$ cat src/rtl/seg_scan_display.sv
// seg_scan_display
//   Binary-to-BCD seven-segment driver for a common-anode multi-digit display.
//   A loaded value is converted by a sequential double-dabble engine (one bit
//   per clock). The result is then time-multiplexed onto the digits, with
//   optional leading-zero blanking, per-digit decimal points and an
//   overflow indication.
//
// Parameters
//   NUM_DIGITS : digits scanned (1..8)
//   VAL_W      : width of the binary input value
//   DIV_CNT    : clk cycles each digit stays lit (>= 2)
//
// Ports
//   clk      : system clock
//   rst_n    : asynchronous active-low reset
//   value    : unsigned binary value, captured on load
//   load     : one-cycle strobe, ignored while busy
//   blank_lz : 1 = blank leading zeros (digit 0 is never blanked)
//   dp_mask  : bit i lights the decimal point of digit i (sampled live)
//   busy     : conversion in progress
//   ovf      : last loaded value did not fit in NUM_DIGITS decimal digits
//   an       : anode enables, active low, one-hot-low
//   seg      : segments {g,f,e,d,c,b,a}, active low
//   dp       : decimal point, active low
module seg_scan_display #(
    parameter int NUM_DIGITS = 4,
    parameter int VAL_W      = 14,
    parameter int DIV_CNT    = 26244
) (
    input  logic                  clk,
    input  logic                  rst_n,
    input  logic [VAL_W-1:0]      value,
    input  logic                  load,
    input  logic                  blank_lz,
    input  logic [NUM_DIGITS-1:0] dp_mask,
    output logic                  busy,
    output logic                  ovf,
    output logic [NUM_DIGITS-1:0] an,
    output logic [6:0]            seg,
    output logic                  dp
);

    localparam int BCD_W  = 4 * NUM_DIGITS;
    localparam int SCR_W  = BCD_W + 4;
    localparam int IDX_W  = (NUM_DIGITS > 1) ? $clog2(NUM_DIGITS) : 1;
    localparam int DIV_W  = $clog2(DIV_CNT);
    localparam int ITER_W = $clog2(VAL_W + 1);

    typedef enum logic {
        IDLE,
        CONV
    } state_t;

    state_t state_q, state_d;

    logic [VAL_W-1:0]  bin_q;
    logic [SCR_W-1:0]  scr_q;
    logic [SCR_W-1:0]  scr_adj;
    logic [SCR_W-1:0]  scr_next;
    logic              sticky_q;
    logic              sticky_next;
    logic [ITER_W-1:0] iter_q;
    logic [BCD_W-1:0]  disp_q;
    logic              start;
    logic              last_iter;

    // ---------------------------------------------------------------
    // Conversion FSM
    // ---------------------------------------------------------------
    always_ff @(posedge clk or negedge rst_n) begin
        if (!rst_n) begin
            state_q <= IDLE;
        end else begin
            state_q <= state_d;
        end
    end

    always_comb begin
        state_d   = state_q;
        start     = 1'b0;
        last_iter = 1'b0;
        unique case (state_q)
            IDLE: begin
                if (load) begin
                    state_d = CONV;
                    start   = 1'b1;
                end
            end
            CONV: begin
                if (iter_q == ITER_W'(1)) begin
                    state_d   = IDLE;
                    last_iter = 1'b1;
                end
            end
            default: state_d = IDLE;
        endcase
    end

    assign busy = (state_q == CONV);

    // ---------------------------------------------------------------
    // Double-dabble step: add 3 to every nibble >= 5, then shift in the
    // next binary bit. The scratch carries one nibble beyond the display;
    // any bit pushed out of that extra nibble is caught by a sticky flag,
    // so overflow is detected even when the value exceeds the extra
    // nibble's decade as well.
    // ---------------------------------------------------------------
    always_comb begin
        scr_adj = scr_q;
        for (int unsigned n = 0; n < NUM_DIGITS + 1; n++) begin
            if (scr_q[4*n +: 4] >= 4'd5) begin
                scr_adj[4*n +: 4] = scr_q[4*n +: 4] + 4'd3;
            end
        end
        scr_next    = {scr_adj[SCR_W-2:0], bin_q[VAL_W-1]};
        sticky_next = sticky_q | scr_adj[SCR_W-1];
    end

    always_ff @(posedge clk or negedge rst_n) begin
        if (!rst_n) begin
            bin_q    <= '0;
            scr_q    <= '0;
            sticky_q <= 1'b0;
            iter_q   <= '0;
            disp_q   <= '0;
            ovf      <= 1'b0;
        end else if (start) begin
            bin_q    <= value;
            scr_q    <= '0;
            sticky_q <= 1'b0;
            iter_q   <= ITER_W'(VAL_W);
        end else if (state_q == CONV) begin
            bin_q    <= bin_q << 1;
            scr_q    <= scr_next;
            sticky_q <= sticky_next;
            iter_q   <= iter_q - ITER_W'(1);
            // Display only changes once the full result is ready.
            if (last_iter) begin
                disp_q <= scr_next[BCD_W-1:0];
                ovf    <= sticky_next | (scr_next[SCR_W-1 -: 4] != 4'd0);
            end
        end
    end

    // ---------------------------------------------------------------
    // Scan divider and digit index
    // ---------------------------------------------------------------
    logic [DIV_W-1:0]      div_q;
    logic [IDX_W-1:0]      idx_q;
    logic [IDX_W-1:0]      idx_next;
    logic                  wrap;
    logic [NUM_DIGITS-1:0] blank;
    logic                  zero_run;
    logic [3:0]            cur_digit;
    logic [6:0]            seg_next;
    logic                  dp_next;

    assign wrap     = (div_q == DIV_W'(DIV_CNT - 1));
    assign idx_next = (idx_q == IDX_W'(NUM_DIGITS - 1)) ? '0 : idx_q + IDX_W'(1);

    function automatic logic [6:0] dec7(input logic [3:0] d);
        logic [6:0] s;
        unique case (d)
            4'd0:    s = 7'h40;
            4'd1:    s = 7'h79;
            4'd2:    s = 7'h24;
            4'd3:    s = 7'h30;
            4'd4:    s = 7'h19;
            4'd5:    s = 7'h12;
            4'd6:    s = 7'h02;
            4'd7:    s = 7'h78;
            4'd8:    s = 7'h00;
            4'd9:    s = 7'h10;
            default: s = 7'h7F;
        endcase
        return s;
    endfunction

    // Walk from the most significant digit down; a digit is blankable
    // while it and everything above it is zero. Digit 0 always shows.
    always_comb begin
        blank    = '0;
        zero_run = 1'b1;
        for (int unsigned k = 0; k < NUM_DIGITS; k++) begin
            zero_run = zero_run & (disp_q[4*(NUM_DIGITS-1-k) +: 4] == 4'd0);
            blank[NUM_DIGITS-1-k] = zero_run & blank_lz & (k != NUM_DIGITS - 1);
        end
    end

    always_comb begin
        cur_digit = disp_q[{idx_next, 2'b00} +: 4];
        seg_next  = dec7(cur_digit);
        dp_next   = ~dp_mask[idx_next];
        if (ovf) begin
            seg_next = 7'h3F;
            dp_next  = 1'b1;
        end else if (blank[idx_next]) begin
            seg_next = 7'h7F;
        end
    end

    always_ff @(posedge clk or negedge rst_n) begin
        if (!rst_n) begin
            div_q <= '0;
            idx_q <= '0;
            an    <= '1;
            seg   <= 7'h7F;
            dp    <= 1'b1;
        end else if (wrap) begin
            div_q <= '0;
            idx_q <= idx_next;
            an    <= ~(NUM_DIGITS'(1) << idx_next);
            seg   <= seg_next;
            dp    <= dp_next;
        end else begin
            div_q <= div_q + DIV_W'(1);
        end
    end

endmodule

$ cat config.mk
export PLATFORM = sky130hd
export DESIGN_NAME = seg_scan_display
export DESIGN_NICKNAME = d
export VERILOG_FILES = /design/src/rtl/seg_scan_display.sv
export SDC_FILE = /design/constraint.sdc
export NUM_CORES = 1
export LEC_CHECK = 0
export BUFFER_PORTS_ARGS = -buffer_cell sky130_fd_sc_hd__buf_2
export CORE_AREA = 2 2 74 104
export CTS_BUF_LIST = sky130_fd_sc_hd__clkbuf_8
export CTS_CLUSTER_DIAMETER = 30
export CTS_CLUSTER_SIZE = 40
export DETAILED_ROUTE_END_ITERATION = 8
export DIE_AREA = 0 0 76 106
export GPL_TIMING_DRIVEN = 0
export PLACE_DENSITY = 0.81
export SLEW_MARGIN = 20
export SYNTH_ARGS = -nofsm -noshare
export SYNTH_HDL_FRONTEND = slang
export SYNTH_SLANG_ARGS = --single-unit
$ cat constraint.sdc
create_clock -name clk -period 3.8 [get_ports clk]
set_clock_uncertainty 0.2 [all_clocks]
set_input_delay 0.19 -clock clk [delete_from_list [all_inputs] [get_ports clk]]
set_output_delay 0.19 -clock clk [all_outputs]
set_load 0.01 [all_outputs]
# --- Yosys cells after proc, flatten, opt, wreduce, memory -nomap -nowiden ---
# Memory sizes are Yosys's and may differ from the RTL's.
# Index checks and enable logic that the tools add are counted.
totals:
  inputBits: 22
  regBits: 86
  memories: 1
  ramBits: 0
  elab_cells: 77
  latchBits: 0
  rom_bits: 112
  output_inout_bits: 14
mem_list:
  columns: ["memory", "depth", "width", "read_ports", "rd_ports_with_merged_regs", "wr", "line", "rtl"]
  rows:
  - ["(name not given)", 16, 7, 1, 0, 0, "163", "unique case (d)"]
op_classes:
  n_mux: 28
  n_bitwise: 11
  order_cmp: 6
  div_mod_pow: 0
  mul: 0
  shift: 2
  add_sub_neg: 8
  n_eq_ne: 3
  reduce_logical: 6
op_table:
  columns: ["cell", "n"]
  rows:
  - ["$mux W20", 2]
  - ["$mux W14", 2]
  - ["$mux W4", 7]
  - ["$add A4 B2 Y4 const B", 5]
  - ["$ge A4 B3 Y1 const B", 5]
  - ["$shiftx A16 B5 Y4", 1]
  - ["$add A15 B1 Y15 const B", 1]
  - ["$eq A15 B15 Y1 const B", 1]
  - ["$mux W15", 1]
  - ["$mux W7", 2]
  - ["$logic_not A4 Y1", 3]
  - ["$mux W1", 10]
  - ["$and A1 B1 Y1", 5]
  - ["$bmux W1 S2", 2]
  - ["$eq A4 B1 Y1 const B", 1]
  - ["$not A4 Y4", 1]
  - ["$reduce_bool A4 Y1", 1]
  - ["$shl A1 B2 Y4 const A", 1]
  - ["$sub A4 B1 Y4 const B", 1]
  - ["$lt A2 B3 Y1 const B", 1]
  - ["$not A1 Y1", 3]
  - ["$reduce_and A3 Y1", 1]
  - ["$add A2 B1 Y2 const B", 1]
  - ["$eq A2 B2 Y1 const B", 1]
  - ["4 further kinds", 5]

# --- Logic depth before layout (Yosys ltp) ---
depth:
  word_depth: 8
  ltp_mapped: 9
  mapped_depth_nobuf: 8

# --- Worst setup path after synthesis ---
# Ideal clock, no wire load.
synth_path:
  kind: "reg-to-reg"
  startpoint: "reg idx_q[0]"
  endpoint: "reg seg[0]"
  path_buffers: 1
  setup_ps: 80
  path_stages_with_launch: 8
  period_less_slack_ps: 2728
  required_ps: 3520
  path_slack_ps: 1072
  arrival_ps: 2449
  cell_sequence: "dfrtp_1 > ha_1 > nor2_2 > mux4_2 > buf_2 > or2_4 > a2111o_1 > o22a_1"
synth_via:
  elab_chain_cells: 6
  elab_cells_between_ends: 9
  classes_between: "add/sub (1); eq/ne (1); shift (1); mux (5); memory (1)"
synth_lines:
  columns: ["item", "line", "rtl"]
  rows:
  - ["from (decl)", "149", "logic [IDX_W-1:0] idx_q;"]
  - ["from (signal assigned)", "211", "idx_q <= idx_next;"]
  - ["$add A2 B1 Y2 / $eq A2 B2 Y1 (equally long branches)", "159", "assign idx_next = (idx_q == IDX_W'(NUM_DIGITS - 1)) ? '0 : idx_q + IDX_W'(1);"]
  - ["$mux W2 *", "159", null]
  - ["$shiftx A16 B5 Y4 / $bmux W1 S2 (equally long branches)", "191, 197", null]
  - ["$mem_v2 Z16 W7 / $mux W1 (equally long branches)", null, null]
  - ["$mux W7 *", "197", "end else if (blank[idx_next]) begin"]
  - ["$mux W7 *", "194", "if (ovf) begin"]
  - ["to (signal assigned)", "213", "seg <= seg_next;"]
  - ["to (decl)", "39", "output logic [6:0] seg,"]
# Every way passes the cells marked *; elsewhere a longest branch is shown, timed or not. The select of a mux whose other input is x is not followed.
# A chain may end at the register's enable or synchronous reset.

# --- Worst setup path in the final report ---
layout_path:
  startpoint: "reg idx_q[0]"
  endpoint: "reg seg[2]"
# The elaborated chain is that of the path after synthesis.

==> flow_summary.json <==
{
  "synth-seq-cells": 86,
  "grt_remaining_overflow": 0,
  "crit_family": "compound AO/OA/AOI/OAI gates",
  "hold-worst-slack_ns": 0.0945,
  "multi_input_comb_area_sq_um": 2000,
  "yosysSeqAreaShare_pct": 50.0,
  "floorplan.die_area_sq_um": 8060,
  "placement.cell_area_sq_um": 4650,
  "postLayoutCellArea_sq_um": 4990,
  "cts.reportedPaths.clkPinSlew_ns": 0.08,
  "detail_route.wl_per_cell_um": 14.9,
  "place_hpwl_mm": 6.58,
  "last_weighted_congestion_value_of_the_routability_driven_placer": 0.854,
  "clock_sink_count": 86,
  "gr-usage-all-layers_pct": 24.5,
  "timing.setup.tns_ns": 0,
  "largest_net_degree_at_the_start_of_global_routing": 57,
  "syn_avg_cell_area_sq_um": 9.71,
  "synth-async-reset-ratio_pct": 100,
  "drive_above_1_share_pct": 14.2,
  "antenna_found_initial": 0,
  "timing_hold_violations_final": 0,
  "syn2layout_area_growth_pct": 15.2,
  "wire_length_of_the_first_global_routing_pass_mm": 15.7,
  "layout.nets": 550,
  "synth_nets": 487,
  "drt_iter0_markers": 230,
  "r2r_setup_slack_ns": 0.88,
  "critPathMaxFanout": 10,
  "number_of_flops_mapped_to_enable_cells_by_yosys": 0,
  "first_global_vias": 3461,
  "worstSkewPairLatency_ns": 0.36,
  "io_pins": 36,
  "placed_cells_incl_taps": 578,
  "die-width_um": 76,
  "grt_setup_unrepaired": "no",
  "synth.yosys.warnings": 0,
  "critPathMaxStageDelay_ns": 0.55,
  "criticalPathCategory": "reg -> reg",
  "overall_via_count_from_detail_route": 3436,
  "io_buffer_count": 34,
  "clock.fmax_mhz": 343,
  "count_of_non_filler_cells_in_the_finished_layout": 611,
  "numCtsBuffers": 9,
  "cp.required_ns": 3.89,
  "power_density_nw_per_um2": 651,
  "clock_tree.buffer_depth": 2,
  "area.sequential_sq_um": 2170,
  "antenna_violating_nets_left": 0,
  "relSlewSlack_pct": 37.6,
  "avgViaCountPerCell": 5.62,
  "fp.coreArea_sq_um": 7180,
  "post_synth_inst_count": 446,
  "finalMaxSlewViolations": 0,
  "cts_tree": "yes",
  "clock_tree.htree_level_count": 3,
  "n_antenna_cell": 0,
  "finalSetupViolations": 0,
  "tightest_slew_ns": 0.928,
  "critical_path.endpoint_type": "register",
  "worstPathCellList": "ha_1 -> nor2_2 -> mux4_2 -> buf_2 -> or2_4 -> a2111o_1 -> o22a_1",
  "yosys.cell_types.count": 43,
  "static-leakage-power_nw": 2.26,
  "synth.cell_area_sq_um": 4330,
  "peak_ir_drop_on_the_vdd_network_mv": 0.509,
  "route.detailed.drc": 0,
  "worst_setup_slack_post_dpl_ns": 0.884,
  "drv.max_cap_violation_count": 0,
  "route.final.wire_length_mm": 9.13,
  "fillers": 571,
  "run_status": "finished clean",
  "crit_path_top_delay_cell": "mux4_2",
  "final_min_period_over_clock_period_pct": 76.8,
  "worstPathBufferInverterCount": 1,
  "hold_class": "in -> reg",
  "timing.critical_path.from_type": "register",
  "postLayoutSetupSlackWorst_ns": 0.882,
  "arrival_ns": 3.00,
  "detail_route.first_pass.iterations": 5,
  "dieHeight_um": 106,
  "starting_density_of_the_core_pct": 60.3,
  "synth_ff_type": "dfrtp_1",
  "layout_min_cycle_time_ns": 2.92,
  "placementRows": 37,
  "clk_root_buffer_cell": "clkbuf_8"
}
[worst reg2reg max path: cells and delay by family (launching register included)]
kind,cells,cell delay [ns]
AO/OA/AOI/OAI,2,0.63
AND/OR/NAND/NOR,2,0.61
multiplexers,1,0.55
flip-flops,1,0.45
adder cells (fa/ha/maj),1,0.23
buffers and inverters,1,0.19
[area by class of cell]
| class | count | area share, % |
|---|---|---|
| flip-flops and latches | 86 | 43.4 |
| multi-input cells | 318 | 40.2 |
| repair buffers | 52 | 7.42 |
| clock buffers | 10 | 2.76 |
| well taps | 97 | 2.43 |
| inverters | 23 | 1.73 |
| plain buffers | 19 | 1.45 |
| clock inverters | 6 | 0.602 |
[layout by cell type (no fill, tap or decap), types with 11 or more instances in the layout]
cell type	synthesis	routed
buf_2	1	34
clkbuf_1	13	13
o21ai_0	43	43
nand3_1	11	11
dlygate4sd3_1	0	17
dfstp_2	12	12
mux2i_1	18	18
nor2_1	29	29
inv_1	23	25
a21oi_1	25	25
nand2_1	82	82
xnor2_1	13	13
ha_1	19	19
dfrtp_1	74	74
[worst paths after layout]
| check | to | cells past startpoint | startpoint |
|---|---|---|---|
| worst max-delay path | seg[2] | 7 | idx_q[0] |
| worst min register to register | bin_q[13] | 2 | bin_q[12] |
| worst max register to register | seg[2] | 7 | idx_q[0] |
| max in group asynchronous | seg[2] | 3 | rst_n |
| worst min-delay path | bin_q[1] | 3 | load |
| min in group asynchronous | div_q[4] | 2 | rst_n |
[sequential cells by signal (all words and copies together), names as in the netlist, 2 cells and up]
name    cells
idx_q       2
scr_q      20
disp_q     16
bin_q      14
div_q      15
an          4
seg         7
iter_q      4
[per-stage QoR]
stage	power [mW]	utilization [%]
floorplan	2.35	-
global placement	2.60	64.4
detailed placement	2.69	64.8
CTS	3.27	69.5
global route	3.53	69.5
finish	3.25	69.5
[synth_stat cells (2+ instances only)]
cell type	number	share of area, %
a21oi_1	25	2.9
a22o_1	5	1.0
a31oi_1	4	0.58
buf_1	5	0.43
clkbuf_1	13	1.1
dfrtp_1	74	43
dfstp_2	12	7.3
ha_1	19	5.5
inv_1	23	2.0
mux2i_1	18	4.2
mux4_2	5	2.6
nand2_1	82	7.1
nand2b_1	6	0.87
nand3_1	11	1.3
nand4_1	4	0.58
nor2_1	29	2.5
nor3_1	5	0.58
nor3b_1	7	1.2
nor4_1	5	0.72
nor4b_1	2	0.40
o21ai_0	43	5.0
o22a_1	3	0.61
o22ai_1	3	0.43
o31ai_1	5	0.87
or3_1	2	0.29
xnor2_1	13	2.6
xor2_1	7	1.4
[metal layers]
metal | global-route usage [%] | wire length [um] | up-vias
met5 | 0 | 0 | -
met4 | 10.0 | 195 | 0
met3 | 5.01 | 268 | 23
met2 | 44.2 | 4890 | 75
met1 | 28.6 | 3770 | 1676
li1 | - | - | 1662
[cell families (layout without fill, tap and decap cells)]
| group | count (synthesis) | in the layout | synth area share, % |
|---|---|---|---|
| AOI/OAI and AO/OA | 93 | 93 | 12.5 |
| xor gates and xnor gates | 20 | 20 | 4.05 |
| adders and majority gates | 19 | 19 | 5.49 |
| buffers and inverters | 42 | 110 | 3.67 |
| DFF | 86 | 86 | 50.0 |
| muxes | 24 | 24 | 7.02 |
| and+or+nand+nor | 162 | 162 | 17.2 |
[what timing repair did]
| item | 4_1_cts | 5_1_grt |
|---|---|---|
| endpoints found under the setup margin | 0 | 0 |
| hold endpoints to repair | 89 | 0 |
| hold buffers | 17 | 0 |
| buffers inserted | 0 | 0 |
| gates resized for setup | 0 | 0 |
[power breakdown]
group | internal (mW) | switching (mW) | leakage (nW) | total, mW
combinational | 0.554 | 0.713 | 1.10 | 1.27
clock | 0.247 | 0.310 | 0.0944 | 0.557
sequential | 1.19 | 0.241 | 1.06 | 1.43
total | 1.99 | 1.26 | 2.26 | 3.25
Power figures use the tool's default switching activity.
